**src/rtl/uart_pkg.sv**
```systemverilog
// -----------------------------------------------------------------------------
// uart_pkg
// Shared types and helpers for the UART receive path.
//   rx_state_t : receiver FSM state encoding
//   DATA_BITS  : payload bits per frame (8N1)
//   clog2()    : counter width helper usable in constant expressions
//   maj3()     : 2-of-3 majority vote, used by the optional sampler voting
// -----------------------------------------------------------------------------
package uart_pkg;

  localparam int DATA_BITS = 8;

  typedef enum logic [2:0] {
    IDLE  = 3'd0,
    START = 3'd1,
    DATA  = 3'd2,
    STOP  = 3'd3,
    BREAK = 3'd4
  } rx_state_t;

  // Number of bits needed to hold the values 0..value-1.
  function automatic int clog2(input int value);
    int result;
    result = 0;
    for (int v = value - 1; v > 0; v = v >> 1) begin
      result++;
    end
    return result;
  endfunction

  function automatic logic maj3(input logic a, input logic b, input logic c);
    return (a & b) | (a & c) | (b & c);
  endfunction

endpackage

```
**src/rtl/uart_rx_sampler.sv**
```systemverilog
// -----------------------------------------------------------------------------
// uart_rx_sampler
// Brings the asynchronous serial line into the clk domain and provides the
// value the receiver FSM uses for its bit decisions.
//
// Ports:
//   clk        in   system clock
//   rst        in   asynchronous active-high reset (flops reset to idle-high)
//   rx_phy     in   raw serial line, idle high, asynchronous to clk
//   rx_s       out  rx_phy after a 2-FF synchroniser
//   sample_bit out  decision value, meaningful in the FSM's decision cycle
//
// Optional build macro UART_RX_MAJORITY_EN:
//   defined   -> sample_bit is the 2-of-3 vote of rx_s over the current and
//                two previous cycles (decision cycle is one later in the FSM)
//   undefined -> sample_bit is rx_s itself
// -----------------------------------------------------------------------------
module uart_rx_sampler
  import uart_pkg::*;
(
  input  logic clk,
  input  logic rst,
  input  logic rx_phy,
  output logic rx_s,
  output logic sample_bit
);

  logic sync1_q;
  logic sync2_q;

  always_ff @(posedge clk or posedge rst) begin
    if (rst) begin
      sync1_q <= 1'b1;
      sync2_q <= 1'b1;
    end else begin
      sync1_q <= rx_phy;
      sync2_q <= sync1_q;
    end
  end

  assign rx_s = sync2_q;

`ifdef UART_RX_MAJORITY_EN
  // Two history taps: with the live rx_s they cover cnt HALF-1..HALF+1 when
  // the FSM decides at HALF+1.
  logic tap1_q;
  logic tap2_q;

  always_ff @(posedge clk or posedge rst) begin
    if (rst) begin
      tap1_q <= 1'b1;
      tap2_q <= 1'b1;
    end else begin
      tap1_q <= sync2_q;
      tap2_q <= tap1_q;
    end
  end

  assign sample_bit = maj3(sync2_q, tap1_q, tap2_q);
`else
  assign sample_bit = sync2_q;
`endif

endmodule

```
**src/rtl/uart_rx.sv**
```systemverilog
// -----------------------------------------------------------------------------
// uart_rx
// 8N1 UART receiver with valid/ready byte output, overrun and framing-error
// pulses. LSB first, mid-bit sampling.
//
// Parameters:
//   CLKS_PER_BIT  clock cycles per bit (>= 4), default 125 MHz / 115200
//
// Ports:
//   clk        in   system clock
//   rst        in   asynchronous active-high reset
//   rx_phy     in   serial line, idle high, asynchronous to clk
//   rx_data    out  last received byte
//   rx_valid   out  rx_data holds an unconsumed byte
//   rx_ready   in   consumer takes rx_data when rx_valid && rx_ready
//   rx_busy    out  receiver FSM is not idle
//   frame_err  out  one-cycle pulse: stop bit sampled low
//   overrun    out  one-cycle pulse: new byte replaced an unconsumed one
//
// Optional build macro UART_RX_MAJORITY_EN: bit decisions use a 2-of-3 vote
// around mid-bit and are taken one cycle later (cnt == HALF+1).
// -----------------------------------------------------------------------------
module uart_rx
  import uart_pkg::*;
#(
  parameter int CLKS_PER_BIT = 1085
) (
  input  logic                 clk,
  input  logic                 rst,
  input  logic                 rx_phy,
  output logic [DATA_BITS-1:0] rx_data,
  output logic                 rx_valid,
  input  logic                 rx_ready,
  output logic                 rx_busy,
  output logic                 frame_err,
  output logic                 overrun
);

  localparam int HALF  = CLKS_PER_BIT / 2;
  localparam int CNT_W = clog2(CLKS_PER_BIT);
  localparam int IDX_W = clog2(DATA_BITS);

`ifdef UART_RX_MAJORITY_EN
  localparam int DECIDE_AT = HALF + 1;
`else
  localparam int DECIDE_AT = HALF;
`endif

  localparam logic [CNT_W-1:0] CNT_DECIDE = CNT_W'(DECIDE_AT);
  localparam logic [CNT_W-1:0] CNT_LAST   = CNT_W'(CLKS_PER_BIT - 1);
  localparam logic [IDX_W-1:0] IDX_LAST   = IDX_W'(DATA_BITS - 1);

  logic rx_s;
  logic sample_bit;

  uart_rx_sampler u_sampler (
    .clk        (clk),
    .rst        (rst),
    .rx_phy     (rx_phy),
    .rx_s       (rx_s),
    .sample_bit (sample_bit)
  );

  rx_state_t            state_q, state_d;
  logic [CNT_W-1:0]     cnt_q, cnt_d;
  logic [IDX_W-1:0]     idx_q, idx_d;
  logic [DATA_BITS-1:0] shift_q, shift_d;
  logic [DATA_BITS-1:0] data_q, data_d;
  logic                 valid_q, valid_d;
  logic                 busy_q;
  logic                 ferr_q, ferr_d;
  logic                 ovr_q, ovr_d;

  always_ff @(posedge clk or posedge rst) begin
    if (rst) begin
      state_q <= IDLE;
      cnt_q   <= '0;
      idx_q   <= '0;
      shift_q <= '0;
      data_q  <= '0;
      valid_q <= 1'b0;
      busy_q  <= 1'b0;
      ferr_q  <= 1'b0;
      ovr_q   <= 1'b0;
    end else begin
      state_q <= state_d;
      cnt_q   <= cnt_d;
      idx_q   <= idx_d;
      shift_q <= shift_d;
      data_q  <= data_d;
      valid_q <= valid_d;
      busy_q  <= (state_d != IDLE);
      ferr_q  <= ferr_d;
      ovr_q   <= ovr_d;
    end
  end

  always_comb begin
    state_d = state_q;
    cnt_d   = cnt_q;
    idx_d   = idx_q;
    shift_d = shift_q;
    data_d  = data_q;
    valid_d = valid_q;
    ferr_d  = 1'b0;
    ovr_d   = 1'b0;

    // Consumer handshake; a byte completing in the same cycle re-sets valid below.
    if (valid_q && rx_ready) begin
      valid_d = 1'b0;
    end

    case (state_q)
      IDLE: begin
        cnt_d = '0;
        if (!rx_s) begin
          state_d = START;
        end
      end

      START: begin
        cnt_d = cnt_q + CNT_W'(1);
        if (cnt_q == CNT_DECIDE && sample_bit) begin
          // Line back high by mid start bit: treat as a glitch.
          state_d = IDLE;
          cnt_d   = '0;
        end else if (cnt_q == CNT_LAST) begin
          state_d = DATA;
          cnt_d   = '0;
          idx_d   = '0;
        end
      end

      DATA: begin
        cnt_d = cnt_q + CNT_W'(1);
        if (cnt_q == CNT_DECIDE) begin
          shift_d = {sample_bit, shift_q[DATA_BITS-1:1]};
        end
        if (cnt_q == CNT_LAST) begin
          cnt_d = '0;
          if (idx_q == IDX_LAST) begin
            state_d = STOP;
          end else begin
            idx_d = idx_q + IDX_W'(1);
          end
        end
      end

      STOP: begin
        cnt_d = cnt_q + CNT_W'(1);
        // Leave at mid stop bit so a back-to-back start edge is not missed.
        if (cnt_q == CNT_DECIDE) begin
          cnt_d = '0;
          if (sample_bit) begin
            state_d = IDLE;
            data_d  = shift_q;
            valid_d = 1'b1;
            ovr_d   = valid_q && !rx_ready;
          end else begin
            state_d = BREAK;
            ferr_d  = 1'b1;
          end
        end
      end

      BREAK: begin
        // Wait for the line to return high so a held-low line cannot restart.
        if (rx_s) begin
          state_d = IDLE;
        end
      end

      default: begin
        state_d = IDLE;
        cnt_d   = '0;
      end
    endcase
  end

  assign rx_data   = data_q;
  assign rx_valid  = valid_q;
  assign rx_busy   = busy_q;
  assign frame_err = ferr_q;
  assign overrun   = ovr_q;

endmodule

```
**config.mk**
```make
export PLATFORM = sky130hd
export DESIGN_NAME = uart_rx
export DESIGN_NICKNAME = d
export VERILOG_FILES = /design/src/rtl/uart_pkg.sv /design/src/rtl/uart_rx_sampler.sv /design/src/rtl/uart_rx.sv
export SDC_FILE = /design/constraint.sdc
export NUM_CORES = 1
export LEC_CHECK = 0
export CAP_MARGIN = 20
export CORE_MARGIN = 5
export CORE_UTILIZATION = 60
export DETAILED_ROUTE_END_ITERATION = 16
export PLACE_DENSITY = 0.81
export SYNTH_ARGS = -nofsm -noshare
export SYNTH_HDL_FRONTEND = slang
export SYNTH_SLANG_ARGS = --single-unit
```
**constraint.sdc**
```tcl
create_clock -name clk -period 6.3 [get_ports clk]
set_input_delay 1.26 -clock clk [delete_from_list [all_inputs] [get_ports clk]]
set_output_delay 1.26 -clock clk [all_outputs]
set_load 0.005 [all_outputs]
```
==> qor.csv <==
metric;value;unit
portBuffers;15;
cp-start-kind;flip-flop;
final.setup.worst_slack;3.552;ns
drt_iter0_drc;62;
final_max_slew_viol_count;0;
clock_path_buffers;2;
synthDominantCellAreaShare;51.53;%
synth-edff-count;0;
cts-root-buf;clkbuf_4;
num_vias;1278;
power.total;0.3882;mW
syn_inst;154;
yosys-top-cells-count;dfrtp_1, nand2_1, o21ai_0;
fp.dieW;64.72;µm
required;6.54;ns
hold_viol_final;0;
min_period;2.748;ns
cellLeakagePower;0.9704;nW
setup-tns-final;0;ns
syn_area;1797;µm²
cp_cell_sequence;inv_1 -> ha_1 -> or4bb_1 -> nor3_2 -> or3b_1 -> or2_1 -> mux2_4;
pre_cts_slack;3.561;ns
cts_setup_buffers;0;
max_cap_viol_count;0;
cp-end-kind;flip-flop;
avgSynthCellArea;11.67;µm²
track_usage;18.34;%
gp_congestion;0.8697;
slew_headroom;65.12;%
worst_pin_slew;0.5233;ns
cp_slowest_stage_delay;0.54;ns
cts_resized;0;
wirelength;3.337;mm
crit_fanout;10;
finish.utilization;72.26;%
area_delta_synth_final;12.81;%
syn-num-nets;163;
setup_viol;0;
cpMaxStageDelayCell;or4bb_1;
ys_warn_count;0;
synthArstFlopShare;100.0;%
synth_cell_types;37;
max_clock_freq;363.9;MHz
drc_errors;0;
ys_ff_latch;39;
dp_hpwl;2.410;mm
powerDensity;191.5;nW/µm²
grt_max_degree;40;
vias_per_cell;6.296;
htreeDepth;2;
antenna_found_initial;0;
grt-ovfl-total;0;
final_antenna_net_count;0;
fin_nets;181;
synth_top_flop_cell;dfrtp_1;
yosysMostFrequentCell;dfrtp_1;
die_h;64.72;µm
drive_above_1_share;16.86;%
wl_per_cell;16.44;µm
num_io_pins;16;
ir_drop;0.1429;mV
yosysTopAreaCell;dfrtp_1;
cts_buffers;5;
coreArea;2805;µm²
firstDrtPassIters;4;
dpl.cell_count;196;
final_cells;203;
initial_utilization;64.05;%
outcome;finished clean;
cts.reportedPaths.clkPinSlew;0.11;ns
rsz0062_at_grt;false;
skew;0.009138;ns
synth_area_leaders;dfrtp_1, mux2_4, mux2_2;
cts_hold_buf;0;
yosysSeqAreaShare;54.46;%
rows;19;
hold_class;flip-flop to flip-flop;
grt_pass1_wl;5.878;mm
grt_pass1_vias;1342;
worst-setup-path-type;flip-flop to flip-flop;
tritoncts;done;
dieArea;4189;µm²
worstPathArrival;2.98;ns
clk_latency;0.34;ns
cts_sinks;39;
finalCritPeriodShare;43.62;%
diodes;0;
-- report_power, final --
group / internal (mW) / total [mW] / switching, mW
clock: 0.0517 / 0.129 / 0.0772
combinational: 0.00231 / 0.00734 / 0.00502
sequential: 0.251 / 0.252 / 0.000574
-- critical path: cells and delay by family, from the launching register on --
family / cells / cell delay, ns
adder cells (fa/ha/maj): 1 / 0.15
flip-flops: 1 / 0.43
multiplexers: 1 / 0.37
AND/OR/NAND/NOR: 4 / 1.55
buffers and inverters: 1 / 0.13
-- state kept, by name, summed over array words and instances (netlist names) --
register	flops
u_sampler.rx_s	1
rx_busy	1
frame_err	1
u_sampler.sync1_q	1
rx_valid	1
rx_data	8
state_q	3
shift_q	8
cnt_q	11
overrun	1
idx_q	3
-- per-layer routing --
layer,GRT usage (%),vias to the layer above,share of wire [%],wire [µm]
met5,0,-,0,0
met4,8.443,0,1.6,55
met3,6.218,6,6.0,201
met2,32.06,45,51,1706
met1,20.05,630,41,1375
li1,-,597,-,-
-- final cells by class --
type | instances | area (µm²)
Sequential cell | 39 | 978.4
Fill cell | 200 | 778.2
Multi-Input combinational cell | 103 | 765.7
Timing Repair Buffer | 17 | 165.2
Clock buffer | 6 | 51.30
Tap cell | 31 | 38.79
Inverter | 6 | 22.52
Clock inverter | 1 | 5.005
-- worst paths after layout --
path,from,endpoint,slack [ns],depth (start not counted)
max,cnt_q[0],rx_data[3],3.55,7
min in group asynchronous,rst,rx_data[3],1.33,3
min reg2reg,u_sampler.sync1_q,u_sampler.rx_s,0.36,0
max in group asynchronous,rst,u_sampler.rx_s,4.61,3
min,u_sampler.sync1_q,u_sampler.rx_s,0.36,0
max reg2reg,cnt_q[0],rx_data[3],3.55,7
-- cell usage in the layout, fill, tap and decap left out, types with 2 or more instances in the layout --
cell	count
dfrtp_1	37
clkdlybuf4s50_1	15
nand2_1	11
o21ai_0	9
mux2_2	8
mux2_4	8
nor2_1	7
a31oi_1	7
inv_1	6
a21oi_1	6
nor3_1	5
ha_1	5
clkbuf_4	5
and3_1	4
nand2b_1	4
a22o_1	4
o22ai_1	2
nand3_1	2
a311o_1	2
and2_1	2
nor4_1	2
buf_4	2
dfstp_2	2
-- through the flow --
stage	hold WS (ns)	area [µm²]
2_1_floorplan	0.3452	1797
3_3_place_gp	0.3467	1971
3_5_place_dp	0.3492	1971
4_1_cts	0.3649	2027
5_1_grt	0.3709	2027
6_report	0.3623	2027
-- cells by family (layout without fill, tap and decap cells) --
logic type,count (synthesis),in the layout,synth area share [%]
and+or+nand+nor,46,46,14.21
DFF,39,39,54.46
AOI/OAI and AO/OA,36,36,13.23
muxes,16,16,11.70
buffers and inverters,12,30,2.925
adders and majority gates,5,5,3.482
Power figures use the tool's default switching activity.
